## config.mk

```make
export PLATFORM = sky130hd
export DESIGN_NAME = mem_arbiter_flat
export DESIGN_NICKNAME = d
export VERILOG_FILES = /design/src/rtl/arb_pkg.sv /design/src/rtl/mem_arbiter_if.sv /design/src/rtl/arb_pick.sv /design/src/rtl/mem_arbiter.sv /design/src/flat_wrapper.sv
export SDC_FILE = /design/constraint.sdc
export NUM_CORES = 1
export LEC_CHECK = 0
export ABC_CLOCK_PERIOD_IN_PS = 1950
export CORE_MARGIN = 2
export CORE_UTILIZATION = 30
export DETAILED_ROUTE_END_ITERATION = 12
export HOLD_SLACK_MARGIN = 0.02
export PLACE_DENSITY = 0.66
export SYNTH_ARGS = -nofsm -noshare
export SYNTH_HDL_FRONTEND = slang
export SYNTH_SLANG_ARGS = --single-unit
```

## constraint.sdc

```tcl
create_clock -name clk -period 1.95 [get_ports clk]
set_clock_uncertainty 0.15 [all_clocks]
set_input_delay 0.195 -clock clk [delete_from_list [all_inputs] [get_ports clk]]
set_output_delay 0.195 -clock clk [all_outputs]
set_load 0.02 [all_outputs]
```

## src/rtl/arb_pkg.sv

```systemverilog
// Shared types and width defaults for the unified-memory arbiter.
package arb_pkg;

  localparam int AW_DEF = 14;
  localparam int DW_DEF = 64;

  typedef enum logic [1:0] {
    IDLE = 2'd0,
    BUSY = 2'd1,
    RESP = 2'd2
  } state_t;

  typedef enum logic [1:0] {
    OWN_NONE = 2'b00,
    OWN_I    = 2'b01,
    OWN_D    = 2'b10
  } owner_t;

endpackage

```

## src/rtl/mem_arbiter_if.sv

```systemverilog
// Requester and memory-port bundle for mem_arbiter.
// master: the arbiter's view (drives acks and the memory command).
// slave:  the surrounding caches and memory (drive requests and completion).
interface mem_arbiter_if #(
  parameter int AW = arb_pkg::AW_DEF,
  parameter int DW = arb_pkg::DW_DEF
);
  logic          i_req;
  logic [AW-1:0] i_addr;
  logic          i_ack;
  logic [DW-1:0] i_rdata;

  logic          d_req;
  logic          d_we;
  logic [AW-1:0] d_addr;
  logic [DW-1:0] d_wdata;
  logic          d_ack;
  logic [DW-1:0] d_rdata;

  logic          m_re;
  logic          m_we;
  logic [AW-1:0] m_addr;
  logic [DW-1:0] m_wdata;
  logic          m_rdy;
  logic [DW-1:0] m_rdata;

  logic [1:0]    owner;

  modport master (
    input  i_req, i_addr, d_req, d_we, d_addr, d_wdata, m_rdy, m_rdata,
    output i_ack, i_rdata, d_ack, d_rdata, m_re, m_we, m_addr, m_wdata, owner
  );

  modport slave (
    output i_req, i_addr, d_req, d_we, d_addr, d_wdata, m_rdy, m_rdata,
    input  i_ack, i_rdata, d_ack, d_rdata, m_re, m_we, m_addr, m_wdata, owner
  );
endinterface

```

## src/rtl/arb_pick.sv

```systemverilog
// Combinational winner select between the I-side and D-side requests.
// ARB_RR_EN defined: a tie goes to the side that did not win last (rr_last: 0=I, 1=D).
// ARB_RR_EN undefined: a tie always goes to D; rr_last is ignored.
module arb_pick (
  input  logic i_req,
  input  logic d_req,
  input  logic rr_last,
  output logic grant,
  output logic pick_d
);

`ifdef ARB_RR_EN
  // Lone requester wins; on a tie alternate away from the last winner.
  always_comb begin
    grant  = i_req | d_req;
    pick_d = d_req;
    if (i_req && d_req) pick_d = ~rr_last;
  end
`else
  logic unused_rr_last;
  assign unused_rr_last = rr_last;

  // Lone requester wins; D (older instruction) wins any tie.
  always_comb begin
    grant  = i_req | d_req;
    pick_d = d_req;
  end
`endif

endmodule

```

## src/rtl/mem_arbiter.sv

```systemverilog
// Single-port main-memory arbiter between the I-side fetch-miss path and the
// D-side miss/writeback path. One access at a time; the command is held until
// m_rdy, then a registered one-cycle ack goes to the owner.
// Optional macro ARB_RR_EN: round-robin tie break instead of fixed D priority.
//
// state | meaning
// IDLE  | no access; arbitrate and latch the winner's command
// BUSY  | command held on the memory port, waiting for m_rdy
// RESP  | command dropped, ack pulsed to the owner
module mem_arbiter
  import arb_pkg::*;
#(
  parameter int AW = AW_DEF,
  parameter int DW = DW_DEF
) (
  input logic           clk,
  input logic           rst_n,
  mem_arbiter_if.master bus
);

  state_t        state_q, state_d;
  owner_t        owner_q;
  logic          grant, pick_d, done;
  logic          rr_last;
  logic          m_re_q, m_we_q;
  logic [AW-1:0] m_addr_q;
  logic [DW-1:0] m_wdata_q;
  logic [DW-1:0] rd_q;
  logic          i_ack_q, d_ack_q;

  arb_pick u_pick (
    .i_req  (bus.i_req),
    .d_req  (bus.d_req),
    .rr_last(rr_last),
    .grant  (grant),
    .pick_d (pick_d)
  );

  // State register.
  always_ff @(posedge clk or negedge rst_n) begin
    if (!rst_n) state_q <= IDLE;
    else        state_q <= state_d;
  end

  // Next state; 'start' of an access only from IDLE, completion only from BUSY,
  // so m_rdy outside BUSY never has an effect.
  always_comb begin
    state_d = state_q;
    done    = 1'b0;
    case (state_q)
      IDLE: if (grant) state_d = BUSY;
      BUSY: if (bus.m_rdy) begin
        done    = 1'b1;
        state_d = RESP;
      end
      RESP: state_d = IDLE;
      default: state_d = IDLE;
    endcase
  end

  // Command, owner, ack and shared read registers.
  always_ff @(posedge clk or negedge rst_n) begin
    if (!rst_n) begin
      m_re_q    <= 1'b0;
      m_we_q    <= 1'b0;
      m_addr_q  <= '0;
      m_wdata_q <= '0;
      owner_q   <= OWN_NONE;
      i_ack_q   <= 1'b0;
      d_ack_q   <= 1'b0;
      rd_q      <= '0;
    end else begin
      i_ack_q <= 1'b0;
      d_ack_q <= 1'b0;
      if (state_q == IDLE && grant) begin
        m_re_q    <= ~(pick_d & bus.d_we);
        m_we_q    <= pick_d & bus.d_we;
        m_addr_q  <= pick_d ? bus.d_addr : bus.i_addr;
        m_wdata_q <= pick_d ? bus.d_wdata : '0;
        owner_q   <= pick_d ? OWN_D : OWN_I;
      end
      if (done) begin
        m_re_q  <= 1'b0;
        m_we_q  <= 1'b0;
        i_ack_q <= (owner_q == OWN_I);
        d_ack_q <= (owner_q == OWN_D);
        if (m_re_q) rd_q <= bus.m_rdata;
      end
      if (state_q == RESP) owner_q <= OWN_NONE;
    end
  end

`ifdef ARB_RR_EN
  // Remember which side won the most recent grant (0=I, 1=D).
  always_ff @(posedge clk or negedge rst_n) begin
    if (!rst_n)                       rr_last <= 1'b0;
    else if (state_q == IDLE && grant) rr_last <= pick_d;
  end
`else
  assign rr_last = 1'b0;
`endif

  assign bus.m_re    = m_re_q;
  assign bus.m_we    = m_we_q;
  assign bus.m_addr  = m_addr_q;
  assign bus.m_wdata = m_wdata_q;
  assign bus.owner   = owner_q;
  assign bus.i_ack   = i_ack_q;
  assign bus.d_ack   = d_ack_q;
  assign bus.i_rdata = rd_q;
  assign bus.d_rdata = rd_q;

endmodule

```

## src/flat_wrapper.sv

```systemverilog
// flat-port wrapper written by rule: the top's interface ports become plain ports
module mem_arbiter_flat import arb_pkg::*;
#(
  parameter int AW = AW_DEF,
  parameter int DW = DW_DEF
)
  (clk, rst_n, bus_i_req, bus_i_addr, bus_d_req, bus_d_we, bus_d_addr, bus_d_wdata, bus_m_rdy, bus_m_rdata, bus_i_ack, bus_i_rdata, bus_d_ack, bus_d_rdata, bus_m_re, bus_m_we, bus_m_addr, bus_m_wdata, bus_owner);
  mem_arbiter_if #(.AW(AW), .DW(DW)) bus_i ();
  input logic clk;
  input logic rst_n;
  input wire logic [$bits(bus_i.i_req)-1:0] bus_i_req;
  input wire logic [$bits(bus_i.i_addr)-1:0] bus_i_addr;
  input wire logic [$bits(bus_i.d_req)-1:0] bus_d_req;
  input wire logic [$bits(bus_i.d_we)-1:0] bus_d_we;
  input wire logic [$bits(bus_i.d_addr)-1:0] bus_d_addr;
  input wire logic [$bits(bus_i.d_wdata)-1:0] bus_d_wdata;
  input wire logic [$bits(bus_i.m_rdy)-1:0] bus_m_rdy;
  input wire logic [$bits(bus_i.m_rdata)-1:0] bus_m_rdata;
  output wire logic [$bits(bus_i.i_ack)-1:0] bus_i_ack;
  output wire logic [$bits(bus_i.i_rdata)-1:0] bus_i_rdata;
  output wire logic [$bits(bus_i.d_ack)-1:0] bus_d_ack;
  output wire logic [$bits(bus_i.d_rdata)-1:0] bus_d_rdata;
  output wire logic [$bits(bus_i.m_re)-1:0] bus_m_re;
  output wire logic [$bits(bus_i.m_we)-1:0] bus_m_we;
  output wire logic [$bits(bus_i.m_addr)-1:0] bus_m_addr;
  output wire logic [$bits(bus_i.m_wdata)-1:0] bus_m_wdata;
  output wire logic [$bits(bus_i.owner)-1:0] bus_owner;
  assign bus_i.i_req = bus_i_req;
  assign bus_i.i_addr = bus_i_addr;
  assign bus_i.d_req = bus_d_req;
  assign bus_i.d_we = bus_d_we;
  assign bus_i.d_addr = bus_d_addr;
  assign bus_i.d_wdata = bus_d_wdata;
  assign bus_i.m_rdy = bus_m_rdy;
  assign bus_i.m_rdata = bus_m_rdata;
  assign bus_i_ack = bus_i.i_ack;
  assign bus_i_rdata = bus_i.i_rdata;
  assign bus_d_ack = bus_i.d_ack;
  assign bus_d_rdata = bus_i.d_rdata;
  assign bus_m_re = bus_i.m_re;
  assign bus_m_we = bus_i.m_we;
  assign bus_m_addr = bus_i.m_addr;
  assign bus_m_wdata = bus_i.m_wdata;
  assign bus_owner = bus_i.owner;
  mem_arbiter #(.AW(AW), .DW(DW)) u_core (.clk(clk), .rst_n(rst_n), .bus(bus_i));
endmodule
```

Yosys cells after proc, flatten, opt, wreduce, memory -nomap -nowiden --
Cells that the tools add are included.
Cells by class: bitwise logic cells 3, reductions and logical operators 6, eq/ne operators 6, multiplexer cells 16
Operator list (number):
- 2-to-1 mux 64 bit | 1
- 2-to-1 mux 14 bit | 1
- 2-to-1 mux 2 bit | 5
- 2-to-1 mux 1 bit | 8
- == test 2 x 1 -> 1 bit (second input constant) | 2
- == test 2 bit (second input constant) | 2
- one-hot mux 2 bit (2 select lines) | 1
- AND reduction 2 bit | 2
- nonzero test 2 bit | 2
- zero test 2 bit | 1
- inequality test 2 x 1 -> 1 bit (second input constant) | 1
- inequality test 2 bit (second input constant) | 1
- bitwise AND 1 bit | 1
- logical AND 1 bit | 1
- inverter 1 bit | 1
- bitwise OR 1 bit | 1
Word-level totals: word-level logic and storage cells 40, input port bits 162, output and inout bits 212, flip-flop bits (word level) 150

Depth between registers and ports, before layout --
depth in word-level cells 4, depth in mapped cells 5, gate-level depth less buffers 4

Cells and area by module --
From an unflattened synthesis, not the netlist that was laid out.
Unflattened totals: cell total of the unflattened synthesis 570, area, all modules 6670.1 um2
By module, submodules not included:
- mem_arbiter | instances 1, seq. area each 3753.6 um2, area each 6656.4 um2, cells an instance 568
- arb_pick | instances 1, seq. area each 0.0 um2, area each 13.8 um2, cells an instance 2

Worst setup path before layout --
OpenSTA, ideal clock, no wires.
path type reg2reg, start point reg u_core.state_q[1], end point reg u_core.rd_q[0] (netlist: u_core.bus.d_rdata[0]), required time 1675 ps, clock period less this slack 1510 ps, arrival 1235 ps, buffers on the path 1, setup slack 440 ps, stages on the path, launching flop included 6, setup time 125 ps, cell sequence dfrtp_1 -> nand3b_4 -> clkinv_2 -> nand2_8 -> buf_12 -> mux2_4
On the way: longest elaborated chain between the ends 3
RTL lines:
- start, declared | line mem_arbiter.sv:21 | state_t state_q, state_d;
- start signal, assigned | line mem_arbiter.sv:42 | else state_q <= state_d;
- == test 2 x 1 -> 1 bit | line mem_arbiter.sv:50 | case (state_q)
- 2-to-1 mux 1 bit | line mem_arbiter.sv:50
- AND reduction 2 bit (no source line)
- end signal, assigned | line mem_arbiter.sv:87 | if (m_re_q) rd_q <= bus.m_rdata;
- end, declared | line mem_arbiter.sv:28 | logic [DW-1:0] rd_q;
No other way between the ends. A chain may end at the register's enable or synchronous reset.

Worst setup path in the final report --
start point reg u_core.owner_q[1] (netlist: u_core.bus.owner[1]), end point out bus_owner[1]
RTL lines:
- start, declared | line mem_arbiter.sv:22 | owner_t owner_q;
- start signal, assigned | line mem_arbiter.sv:80 | owner_q <= pick_d ? OWN_D : OWN_I;
- end, declared | line flat_wrapper.sv:27 | output wire logic [$bits(bus_i.owner)-1:0] bus_owner;
No word-level cell between the ends.

==> reports/metrics.yaml <==
synth_top_cell_by_area: "dfrtp_1"
antenna_left: 0
finalSetupTns_ns: 0
pre_cts_slack_ns: 0.03516
ys_types: 23
postRouteWirelength_mm: 18.42
core_um2: 21020
timing.max_cap.violations: 0
switchingPower_w: 0.007647
synth_nets: 576
drt_iter0_drc: 117
synth_seq_cells: 150
critPathArrivalTime_ns: 1.49
clock.fmax_ghz: 0.5439
initial_core_util: 0.3065
place.gp.congestion: 0.7395
grt_max_degree: 60
viasPerCell: 4.476
clock_path_buffers: 2
relSlewSlack: 0.7188
status: "finished, final reports clean"
rows: 53
leakagePower_nw: 4.717
fin_area_um2: 10670
n_antenna_cell: 0
async_reset_ff_frac: 1.000
clkPwrFrac: 0.168
crit_buf_inv: 1
grt_use_total: 0.1584
cts_sinks: 150
overflow: 0
startpoint_type: "flip-flop"
numCtsBuffers: 17
path_cells: "clkdlybuf4s50_1"
r2r_slack_ns: 0.26
grt_pass1_vias: 4834
power_switching_share: 0.3784
setup_viol: 0
fin_ws_ns: 0.1115
cpPeakStageDelay_ns: 0.65
slew_violations: 0
grt_setup_unrepaired: "no"
tightest_slew_ns: 0.4219
period_share: 0.9428
cts_tree: "done"
clk_pin_slew_ns: 0.07
internal_power_w: 0.01256
fin_nets: 903
p_comb_frac: 0.540
critPathMaxFanout: 5
dpl_cell_area_um2: 10060
wl_per_cell_um: 17.90
seq_power_share: 0.292
synth_edf_count: 0
die_x_um: 150.5
port-buffer-count: 373
cts_setup_buffers: 0
insertion_delay_ns: 0.41
place_inst: 996
path_class: "reg2out"
syn_area_um2: 6442
synth_common_cells: "dfrtp_1 (150), buf_4 (66), a22o_1 (64), mux2_4 (60), mux2_2 (32)"
endpoint_kind: "primary output"
final-hold-violation-count: 0
synth_ff_type: "dfrtp_1"
crit_path_start: "u_core.bus.owner[1]$_DFFE_PN0P_"
synthMostInstantiatedCell: "dfrtp_1"
cpMaxStageDelayCell: "clkdlybuf4s50_1"
synth-seq-area-share: 0.5826
yosysWarnings: 0
path_delay_family: "buffers and inverters"
root_buffer: "clkbuf_16"
vias: 4606
post-route-min-period_ns: 1.839
antenna_found_initial: 0
syn_area_per_cell_um2: 15.56
hpwl_mm: 14.05
cts.htree.levels: 4
holdWs_ns: 0.1249
dieArea_um2: 22660
io_pins: 374
r2r_start: "u_core.state_q[1]$_DFFE_PN0P_"
hold_class: "in2async"
netlist.area_leader.share: 0.5826
final_layout_size_suffix_gt1_frac: 0.2003
syn_inst: 414
drt-pass1-iter-count: 4
grt_pass1_wl_mm: 27.21
die_h_um: 150.5
power_density_nw_per_um2: 1893
instances_no_fill: 1029
required_ns: 1.60
area_delta_synth_final_pct: 65.66
drc: 0
vdd_drop_max_uv: 835.3
synthTopCellsByArea: "dfrtp_1 (58%), mux2_4 (14%), a22o_1 (8.7%), buf_4 (7.7%), mux2_2 (5.6%)"
## per-stage QoR
stage | utilization | total power [W]
2_1_floorplan | - | 0.01224
3_5_place_dp | 0.4784 | 0.01695
3_3_place_gp | 0.4784 | 0.01676
5_1_grt | 0.5077 | 0.02123
4_1_cts | 0.5076 | 0.02047
6_report | 0.5077 | 0.02021
## metal layers
layer  part of all wire  up-vias  GRT usage  wire length, µm
li1                   -     2074          -                -
met1               0.39     2271     0.1853             7122
met2               0.51      236     0.2675             9308
met4              0.021        0    0.05991              386
met5                  0        -          0                0
met3              0.087       25    0.05515             1598
## worst paths after layout
path                                                      end  cells after the start
max in group asynchronous   u_core.bus.m_wdata[2]$_DFFE_PN0P_                      3
setup / recovery                                 bus_owner[1]                      1
hold / removal              u_core.bus.m_addr[13]$_DFFE_PN0P_                      2
min in group clk           u_core.bus.m_wdata[43]$_DFFE_PN0P_                      2
hold reg to reg              u_core.bus.m_addr[7]$_DFFE_PN0P_                      1
setup reg to reg            u_core.bus.d_rdata[9]$_DFFE_PN0P_                      5
## cell usage in the layout, fill, tap and decap left out
cell type / netlist / routed
a22o_1: 64 / 64
clkdlybuf4s50_1: 0 / 371
dlygate4sd3_1: 0 / 1
bufinv_16: 0 / 2
buf_4: 66 / 14
buf_6: 4 / 1
a22oi_1: 2 / 2
nand2_1: 2 / 2
nor2_1: 4 / 4
clkbuf_16: 0 / 17
a32o_1: 1 / 1
inv_1: 2 / 2
buf_12: 6 / 7
mux2_2: 32 / 32
and2_2: 0 / 1
nor3b_1: 2 / 2
o21ai_4: 1 / 1
mux2_4: 60 / 60
dfrtp_1: 150 / 150
inv_8: 0 / 4
inv_6: 0 / 7
nand2_8: 1 / 1
nand3b_4: 1 / 1
o21ai_0: 1 / 1
clkinv_2: 1 / 2
dlymetal6s2s_1: 0 / 1
clkinvlp_4: 0 / 1
a21oi_1: 1 / 1
o31ai_1: 1 / 1
## sequential cells by signal (all words and copies together) (netlist names)
name and count:
u_core.bus.m_wdata 64, u_core.bus.m_we 1, u_core.bus.i_ack 1, u_core.bus.m_addr 14, u_core.bus.owner 2, u_core.bus.m_re 1
u_core.bus.d_ack 1, u_core.bus.d_rdata 64, u_core.state_q 2
## repair_timing
item / in CTS / in global routing
hold buffers: 1 / 0
resized for setup: 0 / 1
hold endpoints to repair: 150 / 0
setup endpoints to repair: 0 / 1
## power by group through the flow
| stage | sequential, W | combinational [W] | clock [W] |
|---|---|---|---|
| 2_1_floorplan | 0.00755 | 0.00469 | 0 |
| 3_3_place_gp | 0.00586 | 0.0109 | 0 |
| 3_5_place_dp | 0.00593 | 0.0110 | 0 |
| 4_1_cts | 0.00592 | 0.0110 | 0.00350 |
| 5_1_grt | 0.00611 | 0.0115 | 0.00365 |
| 6_report | 0.00590 | 0.0109 | 0.00340 |
## cell families after synthesis
group | after synthesis | share of synthesized area
compound gates | 71 | 0.09613
buf+inv | 90 | 0.1124
flops | 150 | 0.5826
mux | 92 | 0.1958
simple gates | 11 | 0.01301
## layout make-up
type	count	area, µm²
multi-input cells	174	1966
clock inverters	15	178.9
well taps	275	344.1
clock buffers	17	425.4
fillers	1767	10350
flip-flops and latches	150	3754
inverters	3	12.51
repair buffers	395	3993
No activity file was read; power rests on OpenSTA's default activity.
